**config.mk**
```make
export PLATFORM = sky130hd
export DESIGN_NAME = sega_pad_scanner
export DESIGN_NICKNAME = d
export VERILOG_FILES = /design/src/rtl/sega_pad_scanner.sv
export SDC_FILE = /design/constraint.sdc
export NUM_CORES = 1
export LEC_CHECK = 0
export ABC_AREA = 1
export CORE_MARGIN = 4
export CORE_UTILIZATION = 30
export CTS_BUF_LIST = sky130_fd_sc_hd__clkbuf_4
export DETAILED_ROUTE_END_ITERATION = 8
export HOLD_SLACK_MARGIN = 0.05
export PLACE_DENSITY = 0.53
export RECOVER_POWER = 100
export SLEW_MARGIN = 20
export SYNTH_ARGS = -nofsm -noshare
export SYNTH_HDL_FRONTEND = slang
export SYNTH_SLANG_ARGS = --single-unit
```
**constraint.sdc**
```tcl
create_clock -name clk -period 2.89 [get_ports clk]
set_input_delay 0.4335 -clock clk [delete_from_list [all_inputs] [get_ports clk]]
set_output_delay 0.4335 -clock clk [all_outputs]
set_load 0.05 [all_outputs]
```
**src/rtl/sega_pad_scanner.sv**
```systemverilog
// Sega MD 3/6-button DB9 pad scanner, NUM_PADS ports scanned in parallel; JOY_DEBOUNCE_EN adds two-frame agreement.
// Latency: one frame (8*PHASE_CYC + IDLE_CYC + 1 clks) plus 2 synchroniser clks.
// No backpressure: frame_o is a one-cycle strobe, results hold until the next commit.
module sega_pad_scanner #(
    parameter int NUM_PADS = 2,
    parameter int CLK_MHZ  = 84,
    parameter int PHASE_US = 3,
    parameter int IDLE_US  = 2000
) (
    input  logic                    clk,
    input  logic                    rst_n,
    input  logic [NUM_PADS-1:0]     joy_p1_i,
    input  logic [NUM_PADS-1:0]     joy_p2_i,
    input  logic [NUM_PADS-1:0]     joy_p3_i,
    input  logic [NUM_PADS-1:0]     joy_p4_i,
    input  logic [NUM_PADS-1:0]     joy_p6_i,
    input  logic [NUM_PADS-1:0]     joy_p9_i,
    output logic                    joy_sel_o,
    output logic [12*NUM_PADS-1:0]  joy_o,
    output logic [NUM_PADS-1:0]     present_o,
    output logic [NUM_PADS-1:0]     six_btn_o,
    output logic                    frame_o
);

    localparam int PHASE_CYC = CLK_MHZ * PHASE_US;
    localparam int IDLE_CYC  = IDLE_US * CLK_MHZ;
    localparam int MAX_CYC   = (IDLE_CYC > PHASE_CYC) ? IDLE_CYC : PHASE_CYC;
    localparam int CNT_W     = (MAX_CYC > 1) ? $clog2(MAX_CYC) : 1;
    localparam logic [CNT_W-1:0] IDLE_LAST  = CNT_W'(IDLE_CYC - 1);
    localparam logic [CNT_W-1:0] PHASE_LAST = CNT_W'(PHASE_CYC - 1);

    // STEPk is encoded as k+1, so an odd step has state[0]==0
    typedef enum logic [3:0] {
        ST_IDLE  = 4'd0,
        ST_STEP0 = 4'd1, ST_STEP1 = 4'd2, ST_STEP2 = 4'd3, ST_STEP3 = 4'd4,
        ST_STEP4 = 4'd5, ST_STEP5 = 4'd6, ST_STEP6 = 4'd7, ST_STEP7 = 4'd8,
        ST_COMMIT = 4'd9
    } state_t;

    state_t                        state;
    logic [CNT_W-1:0]              cnt;
    logic [6*NUM_PADS-1:0]         sync1, sync2;
    logic [NUM_PADS-1:0]           s_p1, s_p2, s_p3, s_p4, s_p6, s_p9;
    logic [NUM_PADS-1:0][11:0]     sh_btn;
    logic [NUM_PADS-1:0]           sh_pres, sh_six;
    logic [NUM_PADS-1:0][13:0]     raw;
    logic [NUM_PADS-1:0]           accept;

    always_ff @(posedge clk or negedge rst_n) begin
        if (!rst_n) begin
            sync1 <= '1;
            sync2 <= '1;
        end else begin
            sync1 <= {joy_p9_i, joy_p6_i, joy_p4_i, joy_p3_i, joy_p2_i, joy_p1_i};
            sync2 <= sync1;
        end
    end

    assign s_p1 = sync2[0*NUM_PADS +: NUM_PADS];
    assign s_p2 = sync2[1*NUM_PADS +: NUM_PADS];
    assign s_p3 = sync2[2*NUM_PADS +: NUM_PADS];
    assign s_p4 = sync2[3*NUM_PADS +: NUM_PADS];
    assign s_p6 = sync2[4*NUM_PADS +: NUM_PADS];
    assign s_p9 = sync2[5*NUM_PADS +: NUM_PADS];

    always_comb begin
        for (int n = 0; n < NUM_PADS; n++) begin
            raw[n] = {sh_six[n], sh_pres[n], sh_btn[n]};
        end
    end

`ifdef JOY_DEBOUNCE_EN
    logic [NUM_PADS-1:0][13:0] prev_raw;

    always_ff @(posedge clk or negedge rst_n) begin
        if (!rst_n) begin
            prev_raw <= '0;
        end else if (state == ST_COMMIT) begin
            prev_raw <= raw;
        end
    end

    always_comb begin
        for (int n = 0; n < NUM_PADS; n++) begin
            accept[n] = (raw[n] == prev_raw[n]);
        end
    end
`else
    assign accept = '1;
`endif

    always_ff @(posedge clk or negedge rst_n) begin
        if (!rst_n) begin
            state     <= ST_IDLE;
            cnt       <= '0;
            joy_sel_o <= 1'b1;
            joy_o     <= '0;
            present_o <= '0;
            six_btn_o <= '0;
            frame_o   <= 1'b0;
            sh_btn    <= '0;
            sh_pres   <= '0;
            sh_six    <= '0;
        end else begin
            frame_o <= 1'b0;
            case (state)
                ST_IDLE: begin
                    if (cnt == IDLE_LAST) begin
                        state     <= ST_STEP0;
                        cnt       <= '0;
                        joy_sel_o <= 1'b1;
                    end else begin
                        cnt <= cnt + 1'b1;
                    end
                end
                ST_COMMIT: begin
                    for (int n = 0; n < NUM_PADS; n++) begin
                        if (accept[n]) begin
                            joy_o[12*n +: 12] <= sh_pres[n] ? sh_btn[n] : 12'h000;
                            present_o[n]      <= sh_pres[n];
                            six_btn_o[n]      <= sh_pres[n] & sh_six[n];
                        end
                    end
                    frame_o   <= 1'b1;
                    state     <= ST_IDLE;
                    cnt       <= '0;
                    joy_sel_o <= 1'b1;
                end
                default: begin
                    if (cnt == PHASE_LAST) begin
                        for (int n = 0; n < NUM_PADS; n++) begin
                            case (state)
                                ST_STEP0: sh_btn[n][5:0] <= {~s_p9[n], ~s_p6[n], ~s_p1[n],
                                                             ~s_p2[n], ~s_p3[n], ~s_p4[n]};
                                ST_STEP1: begin
                                    sh_pres[n]     <= ~s_p3[n] & ~s_p4[n];
                                    sh_btn[n][7:6] <= {~s_p9[n], ~s_p6[n]} & {2{~s_p3[n] & ~s_p4[n]}};
                                end
                                ST_STEP5: sh_six[n] <= ~(s_p1[n] | s_p2[n] | s_p3[n] | s_p4[n]);
                                ST_STEP6: sh_btn[n][11:8] <= {~s_p4[n], ~s_p3[n], ~s_p2[n], ~s_p1[n]}
                                                             & {4{sh_six[n]}};
                                default: ;
                            endcase
                        end
                        cnt <= '0;
                        if (state == ST_STEP7) begin
                            state     <= ST_COMMIT;
                            joy_sel_o <= 1'b1;
                        end else begin
                            state     <= state_t'(state + 4'd1);
                            joy_sel_o <= ~state[0];
                        end
                    end else begin
                        cnt <= cnt + 1'b1;
                    end
                end
            endcase
        end
    end

endmodule

```
* After elaboration in Yosys (flattened, before gate mapping)
Cells that the tools add are included.
Operators by class: add/subtract/negate cells 2, equal/unequal tests 9, multiplexer cells 14, bitwise operators 30, reductions and logical operators 8
Operator list (count):
- $mux W18 | 2
- $pmux W18 S2 | 1
- $mux W12 | 2
- $add A18 B1 Y18 const B | 1
- $eq A18 B18 Y1 const B | 1
- $eq A18 B8 Y1 const B | 1
- $not A1 Y1 | 16
- $mux W4 | 3
- $reduce_and A3 Y1 | 4
- $and A4 B4 Y4 | 2
- $eq A4 B3 Y1 const B | 2
- $eq A4 B4 Y1 const B | 2
- $pmux W4 S2 | 1
- $or A1 B1 Y1 | 6
- $add A4 B1 Y4 const B | 1
- $and A1 B1 Y1 | 4
- $and A2 B2 Y2 | 2
- $eq A4 B1 Y1 const B | 1
- $eq A4 B2 Y1 const B | 1
- $logic_not A4 Y1 | 1
- $mux W1 | 4
- $reduce_bool A3 Y1 | 1
- $ne A2 B2 Y1 const B | 1
- $pmux W1 S2 | 1
- other kinds (2) | 2
Storage, ports and cells: flip-flop bits (word level) 104, input bits 14, output and inout bits 30, logic and storage cells 80

* Depth between registers and ports, before layout
Gate-level depths: netlist (run 1).
depth in word-level cells 4, gate-level depth with buffers 10, mapped depth without buffers 9

* Least setup slack after synthesis (run 1)
No wires, ideal clock.
path kind reg-to-reg, start reg cnt[0], end reg sh_btn, in the netlist raw[23], setup time 0.117 ns, arrival time 1.505 ns, data required time 2.773 ns, path slack 1.267 ns, cell stages (with the launch flop) 9, path buffers 1, clock period less this slack 1.623 ns, cells stage by stage dfrtp_1 -> ha_1 -> nor3b_2 -> nand3_2 -> nor2_4 -> nand3_4 -> buf_6 -> nand2_1 -> o21ai_2
Between the ends: cells in the longest elaborated chain, start to end 2
Ends and longest elaborated chain:
- start, declared | RTL line 41 | logic [CNT_W-1:0] cnt;
- start signal, assigned | RTL line 113 | cnt <= cnt + 1'b1;
- start signal, assigned | RTL line 154 | cnt <= cnt + 1'b1;
- $eq A18 B8 Y1 | RTL line 130 | if (cnt == PHASE_LAST) begin
- $reduce_and A3 Y1 (no line)
- end signal, assigned by index | RTL line 133 | ST_STEP0: sh_btn[n][5:0] <= {~s_p9[n], ~s_p6[n], ~s_p1[n],
- end signal, assigned by index | RTL line 137 | sh_btn[n][7:6] <= {~s_p9[n], ~s_p6[n]} & {2{~s_p3[n] & ~s_p4[n]}};
- end signal, assigned by index | RTL line 140 | ST_STEP6: sh_btn[n][11:8] <= {~s_p4[n], ~s_p3[n], ~s_p2[n], ~s_p1[n]}
- end, declared | RTL line 44 | logic [NUM_PADS-1:0][11:0] sh_btn;
Every way passes these cells. A chain may end at the register's enable or synchronous reset.

* Final worst setup path (run 1)
start reg joy_sel_o, end out joy_sel_o
RTL lines:
- start, declared | RTL line 18 | output logic joy_sel_o,
- start signal, assigned | RTL line 151 | joy_sel_o <= ~state[0];
No word-level cell between the ends.

==> results.md, run 1 <==
* CTS tree: yes
* Sum Neg Setup Slack at 0 ns
* Multi-input gate area at 1580 sq um
* DR pass1 iterations at 4
* CP Max Fanout at 2
* Status: finished clean
* Max-slew violations at 0
* Dpl cell area at 5160 sq um
* CP peak stage delay at 0.87 ns
* Number of fill cells in the layout at 1,511
* Slew @ Worst Pin at 1.26 ns
* Largest net degree at the start of global routing at 56
* Pwr Density at 441 nW/um^2
* IO Count at 44
* Util after Layout at 35.1%
* Final Cycle Share at 80.8%
* CP Buf/Inv Count at 1
* Final total power at 2.28 mW
* GRT Total Usage at 11.2%
* First-pass GRT wire length at 15,800 microns
* # diodes at 0
* Max_slew headroom at 16.0%
* YS warnings at 0
* Mapped Nets at 495
* WS Path Type: reg -> out
* PortBufs at 43
* Total wire length at 9040 microns
* Clock Sinks at 104
* Nets@finish at 540
* Post-DP HPWL at 6450 microns
* CTS root buf: clkbuf_4
* WP data arrival at 1.90 ns
* Antenna violations before repair at 0
* Syn avg cell area at 9.59 sq um
* Req. time, crit path at 2.46 ns
* Std cell rows at 44
* CTS Hold Bufs at 1
* Worst vdd ir at 242 uV
* Setup WS post-layout at 0.554 ns
* Num CTS Buffers at 9
* Highest Clock Rate at 0.428 GHz
* Unique masters post-synth at 29
* CORE AREA at 14,700 sq um
* Remaining DRCs at 0
* Yosys reg bits at 104
* Final setup vio count at 0
* WL per Instance at 12.7 microns
* Die height at 131 microns
* Cell-by-cell trace of the critical path: dlygate4sd3_1
* Drt first-iter violations at 152
* Post-Syn Instances at 476
* Pre-CTS WS at 0.972 ns
* Setup bufs post-CTS at 0
* Post_cts resized at 0
* GP Congestion at 0.854
* Post-route cell area at 5160 sq um
* CTS clk-pin slew, worst paths at 0.16 ns
* Die area at 17,300 sq um
* Clk_skew at 0.0309 ns
* Slowest cell on crit path: dlygate4sd3_1
* Sequential-to-total area share from yosys stat at 57.7%
* CP startpoint kind: register
* Antenna-violating nets left at 0
* Share of layout cells above drive strength 1 at 12.0%
* Chip width at 131 microns
* H-tree Lvls at 3
* Synthesis-to-layout area growth at 13.0%
* Setup crit end kind: primary output
* HP Class: reg -> reg
* Mapped cell area at 4560 sq um
* Vias in the first global route at 3,142
* Hold Vio Cnt, Final at 0
* # Max-Cap Violations at 0
* Clock buffer depth at 2
* Via Count at 3,115
* RSZ-0062 raised after global routing: no
* Initial Utilization at 31.1%
* FF/Latch Area at 2630 sq um
* Clk_lat worst skew at 0.47 ns
* Delay-heaviest family, CP: buffers and inverters
* Via/cell ratio at 4.39
* Crit path time final at 2.34 ns
* Static leakage at 2.32 nW
* Grt ovf at 0
## final timing paths
kind | start | endpoint | slack [ns] | cells after the start
max | joy_sel_o | joy_sel_o | 0.55 | 1
max in group asynchronous | rst_n | raw[15] | 0.90 | 3
min in group asynchronous | rst_n | cnt[0] | 0.75 | 2
min | sync1[10] | sync2[10] | 0.36 | 0
min reg2reg | sync1[10] | sync2[10] | 0.36 | 0
max reg2reg | cnt[0] | cnt[16] | 0.64 | 8
## flip-flops by register name, summed over array words and instances, names as in the netlist
name       count
sh_pres        2
sync2         12
raw           24
frame_o        1
joy_sel_o      1
present_o      2
cnt           18
sh_six         2
joy_o         24
sync1         12
state          4
six_btn_o      2
## routing by layer
metal,part of all wire [%],GRT usage (%)
met1,52,15.7
met2,42,16.4
met3,4.7,3.75
met4,1.7,3.73
met5,0,0
## synthesized netlist by cell type
cell type	number	area [sq um]
xor2_1	11	96.3
xnor2_1	3	26.3
clkbuf_1	4	15.0
o21ai_2	20	175
nand3_1	18	90.1
dfrtp_1	79	1980
inv_1	30	113
nor3_2	2	20.0
or2_2	2	12.5
nor2_2	13	81.3
inv_4	1	6.26
nor3_1	2	10.0
nand2_2	3	18.8
nand2_8	1	20.0
nor2_1	47	176
nand4_1	8	50.1
buf_12	1	20.0
nand3_4	2	35.0
nor3b_2	1	12.5
nand2_1	148	556
nand2_4	4	45.0
o21ai_0	30	150
buf_2	5	25.0
ha_1	5	62.6
buf_6	3	33.8
a21oi_1	1	5.00
dfstp_2	25	657
nor2_4	4	45.0
nand3_2	3	30.0
## final cells by class
cell class                 count  area share, %
clock buffer                   9           1.31
clock inverter                 7           1.21
inverter                      31           2.30
multi-input combinational    328           30.7
sequential                   104           51.1
tap                          184           4.46
timing repair buffer          47           9.00
## cell usage in the layout, fill, tap and decap left out
master / netlist / routed
a21oi_1: 1 / 1
buf_12: 1 / 1
bufinv_16: 0 / 1
clkbuf_1: 4 / 1
clkbuf_2: 0 / 2
clkbuf_4: 0 / 9
clkinv_1: 0 / 3
clkinv_2: 0 / 1
clkinv_4: 0 / 1
clkinvlp_4: 0 / 1
dfrtp_1: 79 / 79
dfstp_1: 0 / 1
dfstp_2: 25 / 24
dlygate4sd3_1: 0 / 43
ha_1: 5 / 5
inv_1: 30 / 30
inv_4: 1 / 1
nand2_1: 148 / 150
nand2_2: 3 / 2
nand2_4: 4 / 3
nand2_8: 1 / 1
nand3_1: 18 / 20
nand3_2: 3 / 2
nand3_4: 2 / 1
nand4_1: 8 / 8
nor2_1: 47 / 57
nor2_2: 13 / 5
nor2_4: 4 / 2
nor3_1: 2 / 3
nor3_2: 2 / 1
nor3b_1: 0 / 1
o21ai_0: 30 / 47
o21ai_2: 20 / 3
or2_2: 2 / 2
xnor2_1: 3 / 3
xor2_1: 11 / 11
## power by group
part | leakage [nW] | total [mW] | internal [mW] | switching (mW)
combinational | 0.895 | 0.0531 | 0.0171 | 0.0359
sequential | 1.35 | 1.50 | 1.49 | 0.0100
clock | 0.0684 | 0.728 | 0.256 | 0.472
## cell families (layout without fill, tap and decap cells)
logic type / count (synthesis) / after routing / share of synthesized area, %
simple gates: 258 / 258 / 26.3
flops: 104 / 104 / 57.7
compound gates: 51 / 51 / 7.24
buf+inv: 44 / 94 / 4.66
xor+xnor: 14 / 14 / 2.69
fa+ha+maj: 5 / 5 / 1.37
## through the flow
step / cells / hold slack (ns)
floorplan: 476 / 0.138
global placement: 693 / 0.347
detailed placement: 693 / 0.347
CTS: 710 / 0.288
global route: 710 / 0.366
finish: 710 / 0.356
No activity file was read; power rests on OpenSTA's default activity.
==> inputs of run 2 (changes only) <==
Settings changed: PLACE_DENSITY 0.53 to 0.55.
Clock period 2.89 ns to 2.05 ns, I/O delays scaled along.
==> results.md, run 2 (same netlist as run 1, synthesis figures left out) <==
* Status: finished clean
* Final setup vio count at 0 (unchanged)
* Vias in the first global route at 3,088 (-1.7%)
* CORE AREA at 14,700 sq um (unchanged)
* Commonest cells after routing, fill and taps aside: nand2_1, dfrtp_1, nor2_1, o21ai_0, inv_1
* Flop2flop setup slack at 0.15 ns (-0.49 ns)
* CP peak stage delay at 0.81 ns (-0.06 ns)
* Slew @ Worst Pin at 1.08 ns (-0.181 ns)
* Die height at 131 microns (unchanged)
* Placed cell count at 693 (unchanged)
* Pwr Density at 619 nW/um^2 (+40%)
* Finished Layout Cells at 711 (+0.14%)
* FF/Latch Area at 2630 sq um (unchanged)
* Grt ovf at 0 (unchanged)
* Clock buffer depth at 2 (unchanged)
* Via/cell ratio at 4.45 (+1.5%)
* Clock Sinks at 104 (unchanged)
* Cell-by-cell trace of the critical path: clkdlybuf4s50_1
* Final Cycle Share at 96.8%
* Post-DP HPWL at 6420 microns (-0.41%)
* Remaining DRCs at 0 (unchanged)
* Hold Vio Cnt, Final at 0 (unchanged)
* Synthesis-to-layout area growth at 13.4%
* Multi-input gate area at 1650 sq um (+4.5%)
* Worst vdd ir at 345 uV (+43%)
* Clk_lat worst skew at 0.47 ns (about the same)
* Total wire length at 9260 microns (+2.4%)
* Sw Pwr at 699 uW (+35%)
* Clock share of power at 32.0% (about the same)
* HP Class: in -> async
* DR pass1 iterations at 4 (unchanged)
* Nets@finish at 541 (+0.19%)
* PortBufs at 43 (unchanged)
* CP startpoint kind: register
* Max-slew violations at 0 (unchanged)
* CP Buf/Inv Count at 1 (unchanged)
* Static leakage at 2.20 nW (-5.0%)
* GP Congestion at 0.853 (-0.13%)
* Highest Clock Rate at 0.504 GHz
* Setup crit end kind: primary output
* Pre-CTS WS at 0.0849 ns (-0.887 ns)
* Commonest non-fill, non-tap cell in the layout: nand2_1
* Combinational power share at 2.2% (about the same)
* Antenna-violating nets left at 0 (unchanged)
* WP data arrival at 1.68 ns (-0.22 ns)
* R2R Path End: raw[3]
* # Max-Cap Violations at 0 (unchanged)
* Sequential power share at 65.8% (about the same)
* Clk_skew at 0.0161 ns (-0.0148 ns)
* GRT Total Usage at 11.1% (-0.10 points)
* R2R depth at 7 (-1)
* Chip width at 131 microns (unchanged)
* WL per Instance at 13.0 microns (+2.3%)
* Sw frac at 21.8% (-0.92 points)
* Setup WS post-layout at 0.0664 ns (-0.487 ns)
* Util after Layout at 35.2% (+0.13 points)
* Internal Pwr Total at 2.50 mW (+42%)
* CTS tree: yes
* Drt first-iter violations at 148 (-2.6%)
* Req. time, crit path at 1.74 ns (-0.72 ns)
* IO Count at 44 (unchanged)
* CP Max Fanout at 2 (unchanged)
* Crit path time final at 1.98 ns
* CTS clk-pin slew, worst paths at 0.14 ns (-0.02 ns)
* Reg2reg start: cnt[0]
* Std cell rows at 44 (unchanged)
* Largest net degree at the start of global routing at 56 (unchanged)
* Setup bufs post-CTS at 0 (unchanged)
* Number of fill cells in the layout at 1,489 (-1.5%)
* Die area at 17,300 sq um (unchanged)
* Slowest cell on crit path: clkdlybuf4s50_1
* Num CTS Buffers at 9 (unchanged)
* CTS root buf: clkbuf_4
* Initial Utilization at 31.1% (unchanged)
* WS Path Type: reg -> out
* Hold_ws at 0.263 ns (-0.0928 ns)
* Antenna violations before repair at 0 (unchanged)
* First-pass GRT wire length at 15,600 microns (-1.2%)
* Max_slew headroom at 28.1% (+12 points)
* Via Count at 3,166 (+1.6%)
* Delay-heaviest family, CP: buffers and inverters
* Share of layout cells above drive strength 1 at 13.7% (+1.7 points)
* # diodes at 0 (unchanged)
* H-tree Lvls at 3 (unchanged)
==> run 2: final cells by class <==
class                           instances  area share (%)
Multi-Input combinational cell        329            31.9
Timing Repair Buffer                   47            7.95
Inverter                               31            2.30
Clock buffer                           11            1.59
Tap cell                              184            4.45
Sequential cell                       104            50.9
Clock inverter                          5           0.918
==> run 2: power groups by stage <==
stage | clock, mW | sequential [mW] | combinational [mW]
after detailed placement | 0 | 2.15 | 0.0822
final | 1.02 | 2.11 | 0.0707
after global placement | 0 | 2.15 | 0.0805
after floorplan | 0 | 2.14 | 0.00720
after CTS | 1.09 | 2.11 | 0.0838
after global routing | 1.16 | 2.11 | 0.0831
==> run 2: worst max path at each step <==
stage | slack (ns) | depth (start not counted) | end | from
floorplan | 0.43 | 8 | raw[23] | cnt[0]
global placement | 0.17 | 7 | raw[15] | cnt[0]
detailed placement | 0.08 | 7 | raw[3] | cnt[0]
CTS | 0.03 | 1 | joy_o[5] | joy_o[5]
global route | -0.0002 | 1 | joy_o[5] | joy_o[5]
finish | 0.07 | 1 | joy_o[19] | joy_o[19]
==> run 2: repair_timing <==
action,4_1_cts,5_1_grt
gates resized for setup,0,7
setup endpoints to repair,0,18
hold endpoints to repair,25,0
hold buffers,1,0
==> run 2: metal layers <==
layer  GRT usage, %  part of all wire [%]
met5              0                     0
met4           4.43                   2.4
met3           3.52                   4.2
met2           16.5                    44
met1           15.1                    49
==> run 2: metrics by stage <==
| stage | setup TNS (ns) | instance area [sq um] | power, mW |
|---|---|---|---|
| after global placement | 0 | 5160 | 2.23 |
| after CTS | 0 | 5300 | 3.28 |
| final | 0 | 5180 | 3.20 |
| after floorplan | 0 | 4560 | 2.15 |
| after global routing | -0.000237 | 5180 | 3.36 |
| after detailed placement | 0 | 5160 | 2.23 |
